===== src/rtl/arb_pkg.sv =====
// Shared definitions for the 4-way round-robin arbiter: requester count,
// default hold limit and FSM state encoding.
package arb_pkg;

  localparam int unsigned NumReq         = 4;
  localparam int unsigned DefaultMaxHold = 8;

  typedef enum logic {
    StIdle  = 1'b0,
    StOwned = 1'b1
  } arb_state_e;

endpackage


===== src/rtl/rr_pick4.sv =====
// Combinational round-robin picker: first set bit of i_req scanning upward
// from i_start, wrapping 3->0.
module rr_pick4
  import arb_pkg::*;
(
  input  logic [NumReq-1:0] i_req,
  input  logic [1:0]        i_start,
  output logic [NumReq-1:0] o_gnt,
  output logic [1:0]        o_idx,
  output logic              o_found
);

  logic [1:0] w_cand;

  always_comb begin
    o_gnt   = '0;
    o_idx   = '0;
    o_found = 1'b0;
    w_cand  = '0;
    for (int k = 0; k < NumReq; k++) begin
      w_cand = i_start + 2'(k);
      if (!o_found && i_req[w_cand]) begin
        o_found       = 1'b1;
        o_idx         = w_cand;
        o_gnt[w_cand] = 1'b1;
      end
    end
  end

endmodule


===== src/rtl/rr_arbiter4.sv =====
// 4-requester round-robin arbiter with a hold-time limit: an owner that keeps
// its request for MAX_HOLD cycles is preempted when anyone else is waiting.
module rr_arbiter4
  import arb_pkg::*;
#(
  parameter int unsigned MAX_HOLD = DefaultMaxHold,
  parameter int unsigned CNT_W    = 8
) (
  input  logic              clk,
  input  logic              rst_n,
  input  logic [NumReq-1:0] req,
  output logic [NumReq-1:0] gnt,
  output logic [1:0]        gnt_idx,
  output logic              busy,
  output logic              preempt
);

  localparam logic [CNT_W-1:0] HoldLast = CNT_W'(MAX_HOLD - 1);

  arb_state_e        r_state;
  logic [NumReq-1:0] r_gnt;
  logic [1:0]        r_gnt_idx;
  logic              r_busy;
  logic              r_preempt;
  logic [CNT_W-1:0]  r_hold_cnt;
  logic [1:0]        r_last_idx;

  logic [NumReq-1:0] w_mask;
  logic [1:0]        w_start;
  logic [NumReq-1:0] w_pick_gnt;
  logic [1:0]        w_pick_idx;
  logic              w_found;
  logic              w_owner_req;
  logic              w_timeout;

  // Masking out the current owner lets one picker serve idle, release and preemption.
  assign w_mask      = req & ~r_gnt;
  assign w_start     = r_last_idx + 2'd1;
  assign w_owner_req = |(req & r_gnt);
  assign w_timeout   = (r_hold_cnt == HoldLast);

  rr_pick4 u_pick (
    .i_req   (w_mask),
    .i_start (w_start),
    .o_gnt   (w_pick_gnt),
    .o_idx   (w_pick_idx),
    .o_found (w_found)
  );

  always_ff @(posedge clk or negedge rst_n) begin
    if (!rst_n) begin
      r_state    <= StIdle;
      r_gnt      <= '0;
      r_gnt_idx  <= 2'b00;
      r_busy     <= 1'b0;
      r_preempt  <= 1'b0;
      r_hold_cnt <= '0;
      r_last_idx <= 2'b11;
    end else begin
      r_preempt <= 1'b0;
      case (r_state)
        StIdle: begin
          if (w_found) begin
            r_state    <= StOwned;
            r_gnt      <= w_pick_gnt;
            r_gnt_idx  <= w_pick_idx;
            r_busy     <= 1'b1;
            r_hold_cnt <= '0;
            r_last_idx <= w_pick_idx;
          end
        end
        StOwned: begin
          if (!w_owner_req) begin
            // Release wins over timeout, so no preempt pulse here.
            if (w_found) begin
              r_gnt      <= w_pick_gnt;
              r_gnt_idx  <= w_pick_idx;
              r_hold_cnt <= '0;
              r_last_idx <= w_pick_idx;
            end else begin
              r_state    <= StIdle;
              r_gnt      <= '0;
              r_gnt_idx  <= 2'b00;
              r_busy     <= 1'b0;
              r_hold_cnt <= '0;
            end
          end else if (w_timeout && w_found) begin
            r_gnt      <= w_pick_gnt;
            r_gnt_idx  <= w_pick_idx;
            r_hold_cnt <= '0;
            r_last_idx <= w_pick_idx;
            r_preempt  <= 1'b1;
          end else if (!w_timeout) begin
            r_hold_cnt <= r_hold_cnt + CNT_W'(1);
          end
        end
        default: r_state <= StIdle;
      endcase
    end
  end

  assign gnt     = r_gnt;
  assign gnt_idx = r_gnt_idx;
  assign busy    = r_busy;
  assign preempt = r_preempt;

endmodule


===== config.mk =====
export PLATFORM = sky130hd
export DESIGN_NAME = rr_arbiter4
export DESIGN_NICKNAME = d
export VERILOG_FILES = /design/src/rtl/arb_pkg.sv /design/src/rtl/rr_pick4.sv /design/src/rtl/rr_arbiter4.sv
export SDC_FILE = /design/constraint.sdc
export NUM_CORES = 1
export LEC_CHECK = 0
export BUFFER_PORTS_ARGS = -buffer_cell sky130_fd_sc_hd__clkbuf_2
export CAP_MARGIN = 40
export CORE_ASPECT_RATIO = 1.5
export CORE_UTILIZATION = 61
export CTS_CLUSTER_DIAMETER = 60
export DETAILED_ROUTE_END_ITERATION = 7
export PLACE_DENSITY = 0.82
export SLEW_MARGIN = 5
export SYNTH_ARGS = -nofsm -noshare
export SYNTH_HDL_FRONTEND = slang
export SYNTH_SLANG_ARGS = --single-unit

===== constraint.sdc =====
create_clock -name clk -period 7.7 [get_ports clk]
set_input_delay 1.925 -clock clk [delete_from_list [all_inputs] [get_ports clk]]
set_output_delay 1.925 -clock clk [all_outputs]
set_load 0.05 [all_outputs]

==> results of run 1 <==
==> where the power goes <==
| group | internal, mW | total (mW) | switching, mW |
|---|---|---|---|
| logic | 0.159 | 0.432 | 0.274 |
| clock network | 0.0202 | 0.0493 | 0.0291 |
| registers | 0.133 | 0.170 | 0.0377 |
| total | 0.312 | 0.652 | 0.340 |
==> critical path: stages <==
cell	delay (ns)
clkbuf_2	0.10
nor2b_1	0.17
mux4_2	0.63
nor4b_4	0.62
o21a_1	0.35
nand2_1	0.09
o21ai_1	0.08
==> flip-flops by register name, indices dropped and copies added (netlist names) <==
name,cells
r_hold_cnt,8
r_state,1
gnt_idx,2
busy,1
gnt,4
preempt,1
r_last_idx,2
==> logic make-up (layout without fill, tap and decap cells) <==
group / after synthesis / count (layout) / share of synthesized area [%]
XOR/XNOR: 4 / 4 / 2.566
AND/OR/NAND/NOR: 62 / 62 / 25.66
flip-flops: 19 / 19 / 35.01
multiplexers: 7 / 7 / 8.800
AO/OA/AOI/OAI: 37 / 37 / 18.06
buffers and inverters: 5 / 19 / 2.565
adder cells (fa/ha/maj): 8 / 8 / 7.333
==> worst paths after layout <==
path                            slack [ns]       endpoint           from
worst min register to register        0.48     gnt_idx[1]     gnt_idx[1]
max in group asynchronous             5.80  r_last_idx[0]          rst_n
min in group asynchronous             1.56  r_hold_cnt[2]          rst_n
worst max-delay path                  3.95         gnt[1]         req[2]
worst min-delay path                  0.48     gnt_idx[1]     gnt_idx[1]
worst max register to register        4.55         gnt[1]  r_last_idx[0]
==> placed cells by master (no fill, tap or decap), drive strengths merged, types with 2 or more instances in the layout <==
master  count
and2        2
clkbuf     17
or3b        2
a311oi      2
o21ai      11
dfrtp      17
nand2b      4
nor2b       5
nand3b      2
nand2      19
mux2i       3
a22oi       2
nor2        7
nand3       7
a221oi      2
ha          8
nor3        3
and3b       3
inv         2
mux4        4
and3        3
dfstp       2
a21oi      12
xnor2       4
a221o       3
==> area by class of cell <==
type                            count  area share (%)
Clock buffer                        4           1.804
Inverter                            2          0.5155
Multi-Input combinational cell    118           58.51
Sequential cell                    19           32.82
Tap cell                           22           1.890
Timing Repair Buffer               13           4.467
==> synth_stat cells (3+ instances only) <==
| library cell | n | area share [%] |
|---|---|---|
| nand3_1 | 7 | 2.6 |
| and3b_1 | 3 | 1.9 |
| mux4_2 | 4 | 6.6 |
| nor3_1 | 3 | 1.1 |
| xnor2_1 | 4 | 2.6 |
| mux2i_1 | 3 | 2.2 |
| and3_1 | 3 | 1.4 |
| ha_1 | 8 | 7.3 |
| dfrtp_1 | 17 | 31 |
| nor2_1 | 7 | 1.9 |
| a21oi_1 | 12 | 4.4 |
| a221o_1 | 3 | 2.2 |
| nand2b_1 | 4 | 1.8 |
| o21ai_1 | 5 | 1.8 |
| o21ai_0 | 5 | 1.8 |
| nor2b_1 | 5 | 2.3 |
| nand2_1 | 19 | 5.2 |
==> routing by layer <==
layer,vias to the layer above,track usage [%]
met2,37,51.02
met5,-,0
li1,554,-
met1,559,30.77
met4,0,20.95
met3,12,4.089
==> stage by stage <==
| step | setup WS, ns | hold slack (ns) | power [mW] |
|---|---|---|---|
| 2_1_floorplan | 4.128 | 0.4776 | 0.5164 |
| 6_report | 3.948 | 0.4814 | 0.6520 |
| 3_5_place_dp | 3.648 | 0.4633 | 0.5988 |
| 5_1_grt | 3.810 | 0.5119 | 0.7011 |
| 4_1_cts | 3.971 | 0.4882 | 0.6459 |
| 3_3_place_gp | 3.695 | 0.4602 | 0.5831 |
==> flow_summary.json, run 1 <==
{
  "status": "finished, final reports clean",
  "multi_input_area_um2": 852.1,
  "start_kind": "input port",
  "cp-end-kind": "flop",
  "ant_nets": 0,
  "fin_area_um2": 1456,
  "htree_levels": 1,
  "peakVddDrop_v": 0.0002621,
  "overflow": 0,
  "synth_cells": 142,
  "cp.arrival_ns": 3.97,
  "tns_ns": 0,
  "routed.top_layer": "met4",
  "design.core.area_um2": 2077,
  "p_leak_nw": 0.6628,
  "gp_congestion": 0.8931,
  "num_antenna_cells": 0,
  "ctsResizeCount": 0,
  "synthArstFlopShare_pct": 100.0,
  "crit_fanout": 14,
  "cts_tree": "done",
  "wl_met2_mm": 1.630,
  "finalCoreUtilization_pct": 70.12,
  "rsz0062_at_grt": "no",
  "syn_area_um2": 1365,
  "instances_no_fill": 178,
  "synthesis.nets": 156,
  "place_area_um2": 1430,
  "seq_area_frac_synth_pct": 35.01,
  "synth_edf_count": 0,
  "start_util_pct": 65.72,
  "nets": 171,
  "fp.dieH_um": 59.94,
  "clock-sinks": 19,
  "drtIter0Drc": 33,
  "grt_pass1_wl_mm": 4.816,
  "yosys_most_used_dff": "dfrtp_1",
  "power.density_nw_per_um2": 447.6,
  "hpwl_mm": 2.323,
  "seq_area_um2": 478.0,
  "slew_viol_final": 0,
  "postCtsSetupBuffers": 0,
  "io_pins": 14,
  "fillers": 176,
  "drive_gt1_share_pct": 18.59,
  "setup_violations": 0,
  "antenna_found_initial": 0,
  "ff2ff_path_depth": 8,
  "finalHoldViolCount": 0,
  "maxSlewHeadroom_pct": 55.91,
  "grt_max_degree": 20,
  "clock_skew_ns": 0.006152,
  "clkTransAtPathRegs_ns": 0.10,
  "cts_root_buf": "clkbuf_4",
  "yosys_register_bits": 19,
  "route.detailed.drc": 0,
  "clk_latency_ns": 0.29,
  "postCtsHoldBufs": 0,
  "num_vias": 1162,
  "maxCapViolations": 0,
  "max_freq_mhz": 266.6,
  "worstPathRequired_ns": 7.92,
  "period_share_pct": 48.72,
  "routed-wl-met3_um": 64,
  "crit_type": "input port to flop",
  "min_path_cells": 2,
  "avgSynthCellArea_um2": 9.613,
  "track_usage_pct": 29.74,
  "hold_class": "flop to flop",
  "viasPerCell": 6.528,
  "areaGrowthSynthToFinish_pct": 6.691,
  "synth_warnings": 0,
  "rows": 20,
  "grt_pass1_vias": 1135,
  "firstDrtPassIters": 4,
  "tightest_slew_ns": 0.6586,
  "die_width_um": 40.63,
  "wl_met1_mm": 1.174,
  "portBuffers": 13,
  "cts.path.max_buffers": 2,
  "die-area_um2": 2435,
  "placedCellCount": 174,
  "yosysUniqueCellTypes": 40,
  "wl_per_cell_um": 16.86,
  "finalCriticalPeriod_ns": 3.752,
  "numCtsBuffers": 3,
  "drt_wl_total_mm": 3.001
}
Note: power is estimated with default switching activity, not from simulation.
==> run 2, diff against run 1 <==
--- a/config.mk
+++ b/config.mk
@@ -8,10 +8,10 @@
 export BUFFER_PORTS_ARGS = -buffer_cell sky130_fd_sc_hd__clkbuf_2
 export CAP_MARGIN = 40
 export CORE_ASPECT_RATIO = 1.5
-export CORE_UTILIZATION = 61
+export CORE_UTILIZATION = 58
 export CTS_CLUSTER_DIAMETER = 60
 export DETAILED_ROUTE_END_ITERATION = 7
-export PLACE_DENSITY = 0.82
+export PLACE_DENSITY = 0.79
 export SLEW_MARGIN = 5
 export SYNTH_ARGS = -nofsm -noshare
 export SYNTH_HDL_FRONTEND = slang
==> constraint.sdc (replaced) <==
create_clock -name clk -period 3.5 [get_ports clk]
set_input_delay 0.875 -clock clk [delete_from_list [all_inputs] [get_ports clk]]
set_output_delay 0.875 -clock clk [all_outputs]
set_load 0.05 [all_outputs]
==> run 2 against run 1 <==
  * Hold slack better by 0.012 ns
  * Routed wire length up 3.8%
  * Total power up 120%
  * Critical endpoint is now gnt[0]
  * Sequential share of layout area down 0.20 points
  * Core utilization down 4.5 points
  * Largest power group unchanged
==> flow_summary.json, run 2 (same netlist as run 1, synthesis figures left out) <==
{
  "num_vias": 1202,
  "drtIter0Drc": 25,
  "grt_pass1_wl_mm": 5.285,
  "tns_ns": 0,
  "drive_gt1_share_pct": 19.11,
  "areaGrowthSynthToFinish_pct": 7.333,
  "finalCoreUtilization_pct": 65.60,
  "largest_register_ffs": 8,
  "instances_no_fill": 180,
  "cts_root_buf": "clkbuf_4",
  "rsz0062_at_grt": "no",
  "max_freq_mhz": 339.9,
  "finalCriticalPeriod_ns": 2.942,
  "crit_fanout": 14,
  "placedCellCount": 176,
  "overflow": 0,
  "slew_viol_final": 0,
  "ctsResizeCount": 0,
  "start_util_pct": 61.12,
  "period_share_pct": 84.07,
  "portBuffers": 13,
  "route.detailed.drc": 0,
  "maxSlewHeadroom_pct": 67.49,
  "max_stage_delay_ns": 0.73,
  "nets": 172,
  "maxCapViolations": 0,
  "cts_tree": "done",
  "finalHoldViolCount": 0,
  "top_register": "r_hold_cnt",
  "antenna_found_initial": 0,
  "multi_input_area_um2": 852.1,
  "postCtsSetupBuffers": 0,
  "fp.dieH_um": 61.42,
  "viasPerCell": 6.678,
  "clkTransAtPathRegs_ns": 0.11,
  "cp.arrival_ns": 3.18,
  "track_usage_pct": 27.44,
  "whs_ns": 0.4934,
  "path_depth": 9,
  "status": "finished, final reports clean",
  "grt_max_degree": 20,
  "ant_nets": 0,
  "gp_congestion": 0.8418,
  "htree_levels": 1,
  "gr-usage-met2_pct": 52.68,
  "crit_slowest_cell": "dfstp_2",
  "num_antenna_cells": 0,
  "grt.busiest_layer": "met2",
  "min_path_cells": 2,
  "die-area_um2": 2555,
  "worstPathRequired_ns": 3.74,
  "io_pins": 14,
  "drt_wl_total_mm": 3.114,
  "seq_area_um2": 478.0,
  "design.core.area_um2": 2233,
  "fillers": 198,
  "clock_skew_ns": 0.007658,
  "clk_latency_ns": 0.30,
  "peakVddDrop_v": 0.0006036,
  "clock-sinks": 19,
  "firstDrtPassIters": 4,
  "wl_per_cell_um": 17.30,
  "die_width_um": 41.61,
  "grtUsageMet3_pct": 2.346,
  "tightest_slew_ns": 0.4876,
  "postCtsHoldBufs": 0,
  "cp_num_buf_inv": 2,
  "final_cell_mix": "19 x nand2_1, 17 x dfrtp_1, 13 x clkbuf_2, 12 x a21oi_1, 8 x ha_1",
  "use_met1_pct": 30.02,
  "hold_class": "flop to flop",
  "power.density_nw_per_um2": 999.8,
  "rows": 21,
  "p_leak_nw": 0.6681,
  "hpwl_mm": 2.388,
  "grt_pass1_vias": 1140,
  "crit_type": "flop to flop",
  "numCtsBuffers": 3,
  "cts.path.max_buffers": 2,
  "path_cells": "inv_2, ha_1, or2_2, mux4_2, nor4b_4, buf_4, o21a_1, nand2_1, o21ai_1",
  "cp-end-kind": "flop",
  "final_common_cell": "nand2_1",
  "ff2ff_path_depth": 9,
  "setup_violations": 0,
  "start_kind": "flop",
  "crit_family": "flip-flops"
}
-- run 2: cell types whose count changed in the layout (fill, tap and decap cells not counted), sizes merged --
cell | previous run | this run
buf | 0 | 1
-- run 2: per-stage QoR --
step / cell area [µm²] / setup WS, ns / total power [mW]
5_1_grt: 1465 / 0.3959 / 1.567
3_3_place_gp: 1439 / 0.7287 / 1.291
3_5_place_dp: 1439 / 0.6090 / 1.334
2_1_floorplan: 1365 / 0.9779 / 1.136
4_1_cts: 1465 / 0.5746 / 1.455
6_report: 1465 / 0.5575 / 1.465
-- run 2: power by group --
group | internal (mW) | switching, mW
clock network | 0.0445 | 0.0676
registers | 0.292 | 0.0781
logic | 0.359 | 0.624
total | 0.696 | 0.769
-- run 2: worst paths after layout --
path                                from             to  slack [ns]
max                        r_last_idx[0]         gnt[0]        0.56
min                           gnt_idx[0]     gnt_idx[0]        0.49
max reg2reg                r_last_idx[0]         gnt[0]        0.56
min reg2reg                   gnt_idx[0]     gnt_idx[0]        0.49
max in group asynchronous          rst_n  r_last_idx[1]        2.63
min in group asynchronous          rst_n        preempt        0.51
-- run 2: area by class of cell --
class | instances | share of cell area [%]
Sequential cell | 19 | 32.62
Multi-Input combinational cell | 118 | 58.16
Clock buffer | 4 | 1.793
Tap cell | 23 | 1.964
Inverter | 2 | 0.5124
Timing Repair Buffer | 14 | 4.953
-- run 2: per-layer routing --
layer,up-vias,wire [µm]
li1,562,-
met1,575,1158
met5,-,0
met3,9,134
met2,56,1724
met4,0,97
-- run 2: worst reg2reg max path, delay by kind of cell (launching register included) --
| family | cells | cell delay (ns) |
|---|---|---|
| buffers and inverters | 2 | 0.40 |
| and+or+nand+nor | 3 | 0.70 |
| muxes | 1 | 0.41 |
| DFF | 1 | 0.73 |
| AOI/OAI and AO/OA | 2 | 0.38 |
| adders and majority gates | 1 | 0.27 |
